## src/rtl/cpu_pkg.sv

```systemverilog
// Shared CPU definitions: word width, the NOP and HALT encodings, the fetch
// state type and a saturating increment used by event counters.
package cpu_pkg;

    localparam int WORD_W = 32;

    localparam logic [WORD_W-1:0] NOP_INSTR  = 32'h0000_0000;
    localparam logic [WORD_W-1:0] HALT_INSTR = 32'hFFFF_FFFF;

    typedef enum logic {
        RUN    = 1'b0,
        HALTED = 1'b1
    } fetch_state_t;

    // Increment that sticks at all-ones instead of wrapping.
    function automatic logic [WORD_W-1:0] sat_inc(input logic [WORD_W-1:0] v);
        return (v == {WORD_W{1'b1}}) ? v : v + 32'd1;
    endfunction

endpackage

```

## src/rtl/if_id_reg.sv

```systemverilog
// Pipeline slot register carrying {valid, pc, pc_plus1, instr}.
// Used as the IF/ID register and intended for reuse as ID/EX.
//   clk, rst_n       : clock, asynchronous active-low reset
//   en               : load d_* when high (drive with ~stall)
//   flush            : synchronous clear to an empty slot, wins over en
//   d_valid/pc/pc_plus1/instr : slot contents to load
//   q_valid/pc/pc_plus1/instr : registered slot contents
module if_id_reg #(
    parameter logic [31:0] NOP_INSTR = cpu_pkg::NOP_INSTR
) (
    input  logic        clk,
    input  logic        rst_n,
    input  logic        en,
    input  logic        flush,
    input  logic        d_valid,
    input  logic [31:0] d_pc,
    input  logic [31:0] d_pc_plus1,
    input  logic [31:0] d_instr,
    output logic        q_valid,
    output logic [31:0] q_pc,
    output logic [31:0] q_pc_plus1,
    output logic [31:0] q_instr
);

    always_ff @(posedge clk or negedge rst_n) begin
        if (!rst_n) begin
            q_valid    <= 1'b0;
            q_pc       <= 32'h0;
            q_pc_plus1 <= 32'h0;
            q_instr    <= NOP_INSTR;
        end else if (flush) begin
            q_valid    <= 1'b0;
            q_pc       <= 32'h0;
            q_pc_plus1 <= 32'h0;
            q_instr    <= NOP_INSTR;
        end else if (en) begin
            q_valid    <= d_valid;
            q_pc       <= d_pc;
            q_pc_plus1 <= d_pc_plus1;
            q_instr    <= d_instr;
        end
    end

endmodule

```

## src/rtl/fetch_unit.sv

```systemverilog
// Instruction-fetch stage. Owns the word-addressed PC, presents it to the
// instruction memory and captures the returned word into the IF/ID slot.
//   clk, rst_n            : clock, asynchronous active-low reset
//   stall_i               : hold PC and IF/ID
//   redirect_valid_i/target_i : taken branch/jump, flushes the slot
//   imem_addr_o / imem_instr_i : instruction memory address / read data
//   if_valid_o, if_pc_o, if_pc_plus1_o, if_instr_o : IF/ID slot
//   halted_o              : fetch stopped on HALT_INSTR
//   fetch_count_o         : delivered instructions, saturating
module fetch_unit #(
    parameter logic [31:0] RESET_PC   = 32'h0000_0000,
    parameter logic [31:0] HALT_INSTR = cpu_pkg::HALT_INSTR,
    parameter logic [31:0] NOP_INSTR  = cpu_pkg::NOP_INSTR
) (
    input  logic        clk,
    input  logic        rst_n,
    input  logic        stall_i,
    input  logic        redirect_valid_i,
    input  logic [31:0] redirect_target_i,
    output logic [31:0] imem_addr_o,
    input  logic [31:0] imem_instr_i,
    output logic        if_valid_o,
    output logic [31:0] if_pc_o,
    output logic [31:0] if_pc_plus1_o,
    output logic [31:0] if_instr_o,
    output logic        halted_o,
    output logic [31:0] fetch_count_o
);

    import cpu_pkg::*;

    fetch_state_t state_p0, state_n;
    logic [31:0]  pc_p0, pc_n;
    logic [31:0]  cnt_p0, cnt_n;
    logic         slot_flush;
    logic         slot_en;

    // ---- stage 0: PC, next-PC selection, fetch FSM ----
    // Priority: redirect > stall > halt > advance.
    always_comb begin
        pc_n    = pc_p0;
        state_n = state_p0;
        cnt_n   = cnt_p0;
        if (redirect_valid_i) begin
            pc_n    = redirect_target_i;
            state_n = RUN;
        end else if (stall_i) begin
            pc_n    = pc_p0;
        end else if (state_p0 == HALTED) begin
            pc_n    = pc_p0;
        end else begin
            cnt_n = sat_inc(cnt_p0);
            if (imem_instr_i == HALT_INSTR) begin
                state_n = HALTED;
            end else begin
                pc_n = pc_p0 + 32'd1;
            end
        end
    end

    always_ff @(posedge clk or negedge rst_n) begin
        if (!rst_n) begin
            pc_p0    <= RESET_PC;
            state_p0 <= RUN;
            cnt_p0   <= 32'h0;
        end else begin
            pc_p0    <= pc_n;
            state_p0 <= state_n;
            cnt_p0   <= cnt_n;
        end
    end

    // A redirect discards the wrong-path slot; once halted, the halt word is
    // shown for one unstalled cycle and then replaced by a bubble.
    assign slot_flush = redirect_valid_i | ((state_p0 == HALTED) & ~stall_i);
    assign slot_en    = ~stall_i;

    // ---- stage 1: IF/ID register ----
    if_id_reg #(
        .NOP_INSTR (NOP_INSTR)
    ) u_if_id (
        .clk        (clk),
        .rst_n      (rst_n),
        .en         (slot_en),
        .flush      (slot_flush),
        .d_valid    (1'b1),
        .d_pc       (pc_p0),
        .d_pc_plus1 (pc_p0 + 32'd1),
        .d_instr    (imem_instr_i),
        .q_valid    (if_valid_o),
        .q_pc       (if_pc_o),
        .q_pc_plus1 (if_pc_plus1_o),
        .q_instr    (if_instr_o)
    );

    assign imem_addr_o   = pc_p0;
    assign halted_o      = (state_p0 == HALTED);
    assign fetch_count_o = cnt_p0;

endmodule

```

## config.mk

```make
export PLATFORM = sky130hd
export DESIGN_NAME = fetch_unit
export DESIGN_NICKNAME = d
export VERILOG_FILES = /design/src/rtl/cpu_pkg.sv /design/src/rtl/if_id_reg.sv /design/src/rtl/fetch_unit.sv
export SDC_FILE = /design/constraint.sdc
export NUM_CORES = 1
export LEC_CHECK = 0
export CORE_ASPECT_RATIO = 0.6
export CORE_MARGIN = 2
export CORE_UTILIZATION = 40
export DETAILED_ROUTE_END_ITERATION = 7
export PLACE_DENSITY = 0.72
export SLEW_MARGIN = 30
export SYNTH_ARGS = -nofsm -noshare
export SYNTH_HDL_FRONTEND = slang
export SYNTH_SLANG_ARGS = --single-unit
```

## constraint.sdc

```tcl
create_clock -name clk -period 3.9 [get_ports clk]
set_clock_uncertainty 0.05 [all_clocks]
set_input_delay 0.585 -clock clk [delete_from_list [all_inputs] [get_ports clk]]
set_output_delay 0.585 -clock clk [all_outputs]
set_load 0.01 [all_outputs]
```

==> Word level (Yosys, flattened, before mapping) <==
Index checks and enable logic that the tools add are counted.
{ "word_totals": {"input_bits": 68, "reg_bits": 162, "elab_cells": 39, "output_inout_bits": 162} }
{ "op_classes": {"n_eq_ne": 6, "reduce_logical": 2, "n_mux": 16, "bitwise": 6, "add_sub_neg": 2} }
{ "ops": {"columns": ["cell", "count"], "rows": [
  ["32-bit 2-to-1 mux", 10],
  ["32-bit by 1-bit adder with 32-bit output, second input constant", 2],
  ["32-bit equality test, second input constant", 2],
  ["1-bit 2-to-1 mux", 6],
  ["2-bit by 1-bit inequality test with 1-bit output, second input constant", 2],
  ["2-bit inequality test, second input constant", 2],
  ["1-bit inverter", 4],
  ["4-bit AND reduction", 1],
  ["3-bit AND reduction", 1],
  ["1-bit AND", 1],
  ["1-bit bitwise OR", 1]
]} }

==> Depth between registers and ports, before layout <==
{ "depth": {"word_depth": 5, "depth_mapped": 8, "ltp_nobuf": 6} }

==> By module <==
Synthesis repeated with hierarchy kept, for this count alone.
{ "hier_totals": {"hier_cells": 719, "area_unflattened_um2": 7739.9} }
{ "by_module_without_submodules": {"columns": ["module", "n_inst", "cells_each", "area_per_inst_um2"], "rows": [
  ["if_id_reg", 1, 313, 3921.3],
  ["fetch_unit", 1, 406, 3818.7]
]} }

==> Least setup slack after synthesis <==
No wires, ideal clock.
{ "synth_timing": {"path_kind": "input -> register", "startpoint": "input port imem_instr_i[15]", "endpoint": "register pc_p0[5], in the netlist imem_addr_o[5]", "path_slack_ns": 1.400, "required_time_ns": 3.724, "setup_ns": 0.126, "stages": 5, "arrival_ns": 2.324, "cell_sequence": "nand4_1 nor4_1 buf_2 nand2_1 a221o_1"} }
{ "synth_between": {"elab_chain_cells": 3} }
{ "synth_lines": {"columns": ["element", "line_no", "source"], "rows": [
  ["start, declared", "fetch_unit.sv:21", "input logic [31:0] imem_instr_i,"],
  ["32-bit equality test", "fetch_unit.sv:53", "if (imem_instr_i == HALT_INSTR) begin"],
  ["2-bit inequality test (no source line)", null, null],
  ["3-bit AND reduction (no source line)", null, null],
  ["end signal, assigned", "fetch_unit.sv:67", "pc_p0 <= pc_n;"],
  ["end, declared", "fetch_unit.sv:33", "logic [31:0] pc_p0, pc_n;"]
]} }
No other way between the ends.
A chain may end at the register's enable or synchronous reset.

==> Worst setup path in the final report <==
{ "layout_timing": {"startpoint": "register pc_p0[0], in the netlist imem_addr_o[0]", "endpoint": "register pc_p0[20], in the netlist imem_addr_o[20]"} }
{ "layout_between": {"elab_chain_cells": 5} }
{ "layout_lines": {"columns": ["element", "line_no", "source"], "rows": [
  ["32-bit by 1-bit adder with 32-bit output", "fetch_unit.sv:56", "pc_n = pc_p0 + 32'd1;"],
  ["32-bit 2-to-1 mux", "fetch_unit.sv:53", null],
  ["32-bit 2-to-1 mux", "fetch_unit.sv:49", "end else if (state_p0 == HALTED) begin"],
  ["32-bit 2-to-1 mux", "fetch_unit.sv:47", "end else if (stall_i) begin"],
  ["32-bit 2-to-1 mux", "fetch_unit.sv:44", "if (redirect_valid_i) begin"]
]} }
No other way between the ends. The select of a mux whose other input is x is not followed.

==> results.toml <==
[outcome]
status = "complete, no violations"

[critical_path]
rr_startpoint = "imem_addr_o[0]"
max_stage_delay_ns = 0.58
cp.arrival_ns = 3.07
crit_path_start_kind = "flop"
path_cells = "ha_1, nand2_1, or4_4, or4_4, or3_1, a31oi_1"
startpoint = "imem_addr_o[0]"
worstSetupPathType = "flop to flop"
crit_fanout = 7
crit_required_ns = 4.18
slowest_stage = "or4_4"
r2r_slack_ns = 1.11
end_kind = "flop"
crit_top_cell = "or4_4"

[grt]
grt_pass1_wl_um = 34300
grt_pass1_vias = 5895
grt-ovfl-total = 0
grt_max_degree = 76
track_usage = 0.223
antenna_found_initial = 0

[place]
port_buffers = 229
dpl_cell_area_um2 = 9980
dp_slack_ns = 0.797
gp_congestion = 0.809
hpwlAfterDp_um = 15700
placed_cells = 1126

[drt]
wl_per_cell_um = 19.1
ant_nets = 0
drt_wl_total_um = 22100
first_pass_iters = 5
route.vias.total = 6305
post_drt_via_cell_ratio = 5.44
drt_iter0_markers = 460
drc = 0

[die]
coreArea_um2 = 18300
die_h_um = 110
initial_utilization = 0.413
dieArea_um2 = 20000
ios = 230
rows = 38
die_width_um = 181

[sta]
fin_setup_tns_ns = 0
relSlewSlack = 0.449
finalWorstSetupSlack_ns = 1.11
worst_pin_slew_ns = 0.819
finalHoldViolations = 0
rsz0062_at_grt = "false"
post-route-period-util = 0.715
drv_slew = 0
max_freq_ghz = 0.358
hold_ws_ns = 0.150
period_needed_ns = 2.79
setup_violations = 0

[layout]
nNetsFinal = 975
n_antenna_cell = 0
fin_util = 0.577
stdcell_count = 1158
drive_above_1_share = 0.0784
final_common_cell = "clkdlybuf4s50_1"
mostFrequentLayoutCells = "clkdlybuf4s50_1 (227), dfrtp_1 (162), nand2_1 (77), a22o_1 (66), xnor2_1 (53)"
stdcell_area_um2 = 10500
syn2layout_area_growth_pct = 39.8

[flow_run]
maxCapViolations = 0

[synth]
synth_top_area_share = 0.538
synth.distinct_cells = 54
synth_top_area_cell = "dfrtp_1"
synth-seq-cells = 162
synthCells = 696
yosys_warnings = 0
synth_nets = 766
synth_area_leaders = "dfrtp_1 (54%), a22o_1 (7.7%), xnor2_1 (6.2%)"
ys_async_sr_fraction = 1.00
synthFlopType = "dfrtp_1"
synth-edff-count = 0
postSynthAreaPerCell_um2 = 10.8
syn_area_um2 = 7540
ys_seq_area_frac = 0.538

[clock_network]
numCtsBuffers = 17
clkSlewWorstSetupHoldPaths_ns = 0.07
cts_hold_buf = 0
cts_resized = 0
clockBufferDepth = 2
post-cts-setup-buffers = 0
cts_tree = "yes"
cts-root-buf = "clkbuf_16"
insertion_delay_ns = 0.41
cts_max_level = 4
cts_sinks = 162

[pwr]
leakage_nw = 4.27
power_density_nw_per_um2 = 409
ir_worst_vdd_mv = 0.291
p_total_mw = 4.32

[min_path]
hold_path_class = "input port to asynchronous set/reset pin"
## metal layers
| layer | routed length (um) | share of wire | track usage |
|---|---|---|---|
| met1 | 10900 | 0.49 | 0.340 |
| met5 | 0 | 0 | 0 |
| met3 | 1880 | 0.085 | 0.0601 |
| met2 | 9160 | 0.41 | 0.316 |
| met4 | 178 | 0.0080 | 0.0482 |
## report_power, final
part	total [mW]	internal [mW]	switching, mW	leakage [nW]
Clock	1.59	0.854	0.738	0.273
Sequential	1.99	1.81	0.181	2.12
Combinational	0.735	0.416	0.319	1.88
Total	4.32	3.08	1.24	4.27
## Yosys cell counts, types with 3 or more instances
library cell,instances
a2111oi_0,3
a211oi_1,9
a21o_1,3
a221o_1,4
a22o_1,66
a22oi_1,4
a31oi_1,4
and3_1,14
buf_2,3
buf_4,4
clkbuf_1,33
clkbuf_8,8
dfrtp_1,162
inv_1,5
mux2i_1,3
nand2_1,77
nand3_1,30
nand4_1,32
nor2_1,27
nor2b_1,6
nor3_1,5
nor4_1,11
o211ai_1,3
o21ai_0,49
or2_2,4
or3_1,8
or4_1,5
or4_2,3
xnor2_1,53
xor2_1,25
## cell type report
type / instances / area (um^2)
well taps: 240 / 300
multi-input cells: 476 / 3190
fillers: 1610 / 7710
flip-flops and latches: 162 / 4050
clock buffers: 18 / 439
clock inverters: 14 / 120
inverters: 5 / 18.8
repair buffers: 243 / 2420
## cell families after synthesis
logic type,share of synthesized area
AO/OA/AOI/OAI,0.152
XOR/XNOR,0.0906
flip-flops,0.538
buffers and inverters,0.0433
multiplexers,0.00697
adder cells (fa/ha/maj),0.00332
AND/OR/NAND/NOR,0.166
## registers in the layout (all words and copies together), names as in the netlist
signal,count
u_if_id.q_pc,32
imem_addr_o,32
halted_o,1
u_if_id.q_pc_plus1,32
u_if_id.q_instr,32
fetch_count_o,32
u_if_id.q_valid,1
## critical path: cells and delay by family (launching register included)
family,cells,cell delay [ns]
adder cells (fa/ha/maj),1,0.41
flip-flops,1,0.52
AND/OR/NAND/NOR,4,1.56
AO/OA/AOI/OAI,1,0.18
## worst paths after layout
| check | end | cells past startpoint |
|---|---|---|
| worst min register to register | u_if_id.q_pc_plus1[11] | 2 |
| worst min-delay path | u_if_id.q_pc[10] | 1 |
| worst max-delay path | imem_addr_o[20] | 6 |
| worst max register to register | imem_addr_o[20] | 6 |
| min in group clk | u_if_id.q_pc_plus1[11] | 2 |
| max in group asynchronous | fetch_count_o[19] | 2 |
Note: power is estimated with default switching activity, not from simulation.
